<file path="src/rtl/bin_to_bcd_seq.sv">
// Sequential binary-to-BCD converter (shift-and-add-3), one input bit per clock.
// Optional leading-zero blank mask is built only when BIN_TO_BCD_BLANK_EN is defined.
module bin_to_bcd_seq #(
  parameter int WIDTH  = 16,
  parameter int DIGITS = 5
) (
  input  logic                  clk,
  input  logic                  reset,
  input  logic                  start,
  input  logic [WIDTH-1:0]      bin,
  output logic                  busy,
  output logic                  done,
  output logic [4*DIGITS-1:0]   bcd,
  output logic [DIGITS-1:0]     digit_blank
);

  localparam int CW = $clog2(WIDTH + 1);

  function automatic bit digits_fit();
    longint unsigned pow10 = 64'd1;
    for (int i = 0; i < DIGITS; i++) pow10 = pow10 * 64'd10;
    return pow10 > ((64'd1 << WIDTH) - 64'd1);
  endfunction

  localparam bit DIGITS_FIT = digits_fit();

  generate
    if (!DIGITS_FIT) begin : g_bad_digits
      $error("bin_to_bcd_seq: DIGITS too small to hold 2**WIDTH-1");
    end
  endgenerate

  typedef enum logic {
    IDLE,
    SHIFT
  } state_e;

  state_e                state_q, state_d;
  logic [WIDTH-1:0]      shreg_q, shreg_d;
  logic [4*DIGITS-1:0]   scratch_q, scratch_d;
  logic [4*DIGITS-1:0]   adj;
  logic [4*DIGITS-1:0]   bcd_q, bcd_d;
  logic [CW-1:0]         cnt_q, cnt_d;
  logic                  done_q, done_d;

  // Add-3 correction before each shift keeps every digit at or below 9 afterwards.
  always_comb begin
    adj = scratch_q;
    for (int i = 0; i < DIGITS; i++) begin
      if (scratch_q[4*i +: 4] >= 4'd5) adj[4*i +: 4] = scratch_q[4*i +: 4] + 4'd3;
    end
  end

  always_comb begin
    // NOTE: every signal gets a default first so no path leaves it unassigned (no latch).
    state_d   = state_q;
    shreg_d   = shreg_q;
    scratch_d = scratch_q;
    cnt_d     = cnt_q;
    bcd_d     = bcd_q;
    done_d    = 1'b0;
    unique case (state_q)
      IDLE: begin
        if (start) begin
          shreg_d   = bin;
          scratch_d = '0;
          cnt_d     = CW'(WIDTH);
          state_d   = SHIFT;
        end
      end
      SHIFT: begin
        {scratch_d, shreg_d} = {adj, shreg_q} << 1;
        cnt_d = cnt_q - CW'(1);
        if (cnt_q == CW'(1)) begin
          bcd_d   = scratch_d;
          done_d  = 1'b1;
          state_d = IDLE;
        end
      end
      default: state_d = IDLE;
    endcase
  end

  always_ff @(posedge clk) begin
    // NOTE: sequential state uses non-blocking assignments so all registers update together.
    if (reset) begin
      state_q   <= IDLE;
      shreg_q   <= '0;
      scratch_q <= '0;
      cnt_q     <= '0;
      bcd_q     <= '0;
      done_q    <= 1'b0;
    end else begin
      state_q   <= state_d;
      shreg_q   <= shreg_d;
      scratch_q <= scratch_d;
      cnt_q     <= cnt_d;
      bcd_q     <= bcd_d;
      done_q    <= done_d;
    end
  end

  assign busy = (state_q == SHIFT);
  assign done = done_q;
  assign bcd  = bcd_q;

`ifdef BIN_TO_BCD_BLANK_EN
  logic [DIGITS-1:0] blank_q, blank_d;
  logic              zero_above;

  // Mask is derived from the result being written, so it moves on the same edge as bcd.
  always_comb begin
    blank_d    = blank_q;
    zero_above = 1'b1;
    if (done_d) begin
      blank_d[0] = 1'b0;
      for (int i = DIGITS - 1; i >= 1; i--) begin
        zero_above = zero_above & (bcd_d[4*i +: 4] == 4'd0);
        blank_d[i] = zero_above;
      end
    end
  end

  always_ff @(posedge clk) begin
    if (reset) blank_q <= ~DIGITS'(1);
    else       blank_q <= blank_d;
  end

  assign digit_blank = blank_q;
`else
  assign digit_blank = '0;
`endif

endmodule

</file>
<file path="config.mk">
export PLATFORM = sky130hd
export DESIGN_NAME = bin_to_bcd_seq
export DESIGN_NICKNAME = d
export VERILOG_FILES = /design/src/rtl/bin_to_bcd_seq.sv
export SDC_FILE = /design/constraint.sdc
export NUM_CORES = 1
export LEC_CHECK = 0
export CAP_MARGIN = 10
export CELL_PAD_IN_SITES_DETAIL_PLACEMENT = 1
export CELL_PAD_IN_SITES_GLOBAL_PLACEMENT = 1
export CORE_UTILIZATION = 30
export CTS_BUF_LIST = sky130_fd_sc_hd__clkbuf_4
export DETAILED_ROUTE_END_ITERATION = 8
export DONT_BUFFER_PORTS = 1
export PLACE_DENSITY = 0.54
export SLEW_MARGIN = 20
export SYNTH_ARGS = -nofsm -noshare
export SYNTH_HDL_FRONTEND = slang
export SYNTH_SLANG_ARGS = --single-unit
</file>
<file path="constraint.sdc">
create_clock -name clk -period 1.79 [get_ports clk]
set_input_delay 0.0895 -clock clk [delete_from_list [all_inputs] [get_ports clk]]
set_output_delay 0.0895 -clock clk [all_outputs]
set_load 0.01 [all_outputs]
</file>
==> results.cfg <==
[run_status]
outcome = completed

[sta]
hold_viol_final = 0
finalCritPeriodShare_pct = 93.68
finalSetupTns_ns = 0
max_slew_margin_pct = 64.95
max_freq_mhz = 596.4
fin_crit_ns = 1.677
setup_viol = 0
grt_setup_unrepaired = no
drv_slew = 0
finClkSkew_ns = 0.01580
worst_pin_slew_ns = 0.5230

[setup_path]
cpMaxStageDelayCell = dlygate4sd3_1
cp.arrival_ns = 1.96
startpoint_type = flop
path_delay_family = buffers and inverters
required_ns = 2.08
crit_path_end_kind = flop
cp_max_fo = 18
rrSetupSlack_ns = 0.11
worst-setup-path-type = flop to flop
worst-path-buf-inv = 3
cp_slowest_stage_delay_ns = 0.56
path_cells = buf_6 > nor2_1 > dlygate4sd3_1 > buf_4 > o21ai_1 > a21oi_1

[synth]
synthCells = 311
synth-seq-cells = 63
ys_warn_count = 0
synth_edf_count = 0
syn_area_per_cell_um2 = 9.048
synth_top_area_share_pct = 44.82
synth-seq-area-share_pct = 44.82
ys.flop_type = dfxtp_1
synth_area_leaders = dfxtp_1 (45%), mux2i_1 (7.8%), a21oi_1 (6.9%), a22o_1 (6.5%), ha_1 (5.3%)
syn_area_mm2 = 0.002814
synth.distinct_cells = 29
async_reset_ff_share_pct = 0
synth_area_leader_cell = dfxtp_1

[route]
first_iter_violations = 24
via_per_inst = 5.065
vias = 2330
wl_mm = 6.964
drt_first_pass_iters = 4
post_drt_wl_per_cell_um = 15.14
drc = 0
ant_nets = 0

[clock_tree]
postCtsSetupBuffers = 0
cts.reportedPaths.clkPinSlew_ns = 0.11
cts_buffer_depth = 2
cts_root_buffer = clkbuf_4
cts_tree = done
cts_buffers = 9
h-tree-depth = 3
clock-sinks = 63
insertion_delay_ns = 0.41

[power_and_ir_drop]
p_leak_nw = 1.316
p_per_area_mw_per_mm2 = 794.8
ir_drop_v = 0.0003819

[placement]
dpl.hpwl_mm = 4.485
io_buffers = 0
place.gp.congestion = 0.7051
dpl_cell_area_mm2 = 0.002920

[global_routing]
antenna_found_initial = 0
grt_pass1_wl_mm = 11.92
overflow = 0
grtUsageTotal_pct = 15.76
grt_pass1_vias = 2440
grt_max_degree = 41

[final_layout]
drive_gt1_share_pct = 8.523
final_cell_area_mm2 = 0.003410
syn2layout_area_growth_pct = 21.16
nNetsFinal = 379
nFillCells = 1041
antennaDiodeCount = 0

[floorplanning]
fp.dieH_um = 98.85
initial_core_util_pct = 31.65
die_w_um = 98.85
io_pins = 46
coreArea_mm2 = 0.008891
dieArea_mm2 = 0.009771
num_rows = 34

[min_path]
worstHoldPathType = input pin to flop

[run]
cap_violations = 0
-- cell type report --
type | instances | area [µm²] | share of cell area (%)
clock buffer | 11 | 82.58 | 2.422
clock inverter | 4 | 47.55 | 1.394
inverter | 14 | 52.55 | 1.541
multi-input combinational | 217 | 1408 | 41.28
sequential | 63 | 1262 | 37.03
tap | 108 | 135.1 | 3.963
timing repair buffer | 43 | 421.7 | 12.37
-- flip-flops by register name (all words and copies together) (netlist names) --
name and cells:
busy 1, bcd 20, scratch_q 20, cnt_q 5
done 1, shreg_q 16
-- stage by stage --
stage	hold slack (ns)	setup WS [ns]	utilization, %	instances	power [W]
floorplan	0.2848	0.4399	-	315	0.001671
global placement	0.1626	0.2033	32.85	411	0.001693
detailed placement	0.1652	0.1799	32.85	411	0.001701
CTS	0.008713	0.09229	38.25	460	0.002759
global route	0.02063	0.002599	38.35	460	0.002881
finish	0.03584	0.1132	38.35	460	0.002710
-- synthesized netlist by cell type, types with 2 or more instances --
| master | count |
|---|---|
| nand2b_1 | 7 |
| nor2b_1 | 3 |
| nor3b_1 | 14 |
| buf_4 | 6 |
| nor3_1 | 4 |
| nand2_1 | 14 |
| buf_2 | 9 |
| ha_1 | 12 |
| dfxtp_1 | 63 |
| inv_1 | 13 |
| clkbuf_1 | 4 |
| o21ai_0 | 11 |
| a21oi_1 | 39 |
| nor2_1 | 35 |
| nand3_1 | 5 |
| a22o_1 | 21 |
| xnor2_1 | 6 |
| buf_1 | 2 |
| o21ai_1 | 12 |
| mux2i_1 | 22 |
-- power by group --
group	total, W	leakage (nW)	switching [W]	internal (W)
sequential	0.00147	0.511	0.0000287	0.00144
clock	0.000950	0.0727	0.000504	0.000446
combinational	0.000294	0.732	0.000144	0.000150
-- timing repair --
item | 4_1_cts | 5_1_grt
resized for setup | 0 | 2
setup endpoints to repair | 0 | 2
endpoints found under the hold margin | 31 | 0
hold buffers | 34 | 0
-- logic make-up (layout without fill, tap and decap cells) --
group / count (synthesis) / after routing / share of synthesized area [%]
adder cells (fa/ha/maj): 12 / 12 / 5.336
buffers and inverters: 35 / 72 / 5.869
flip-flops: 63 / 63 / 44.82
other: 1 / 5 / 0.1333
XOR/XNOR: 6 / 6 / 1.867
AO/OA/AOI/OAI: 87 / 87 / 18.72
multiplexers: 22 / 22 / 7.826
AND/OR/NAND/NOR: 85 / 85 / 15.43
-- layout by cell type (no fill, tap or decap), drive strengths merged --
cell type and count:
xnor2 6, nor3 4, a41oi 1, inv 14
bufinv 1, nand2b 7, clkinvlp 1, nor2b 3
mux2i 22, nand3 5, nand3b 1, a22o 21
buf 10, nand2 15, o21ai 23, conb 5
a211oi 1, clkbuf 11, clkinv 2, dlygate4sd3 33
nor2 35, o21a 1, ha 12, o31a 1
dfxtp 63, nor4b 1, nor3b 14, a21oi 39
-- layer usage --
layer / wire length (µm) / up-vias / GRT usage [%]
met5: 0 / - / 0
li1: - / 1148 / -
met4: 108 / 0 / 5.281
met3: 293 / 9 / 5.461
met2: 3416 / 43 / 28.46
met1: 3145 / 1130 / 17.14
-- path summary, 6_finish.rpt --
| check | startpoint | cells past startpoint | to |
|---|---|---|---|
| max | busy | 6 | scratch_q[3] |
| min | reset | 4 | bcd[8] |
| max reg2reg | busy | 6 | scratch_q[3] |
| min reg2reg | scratch_q[19] | 2 | scratch_q[19] |
-- worst min-delay path, cell delays in order --
cell	delay, ns
a21oi_1	0.03
buf_4	0.17
nand2_1	0.07
o21ai_1	0.05
Note: power is estimated with default switching activity, not from simulation.
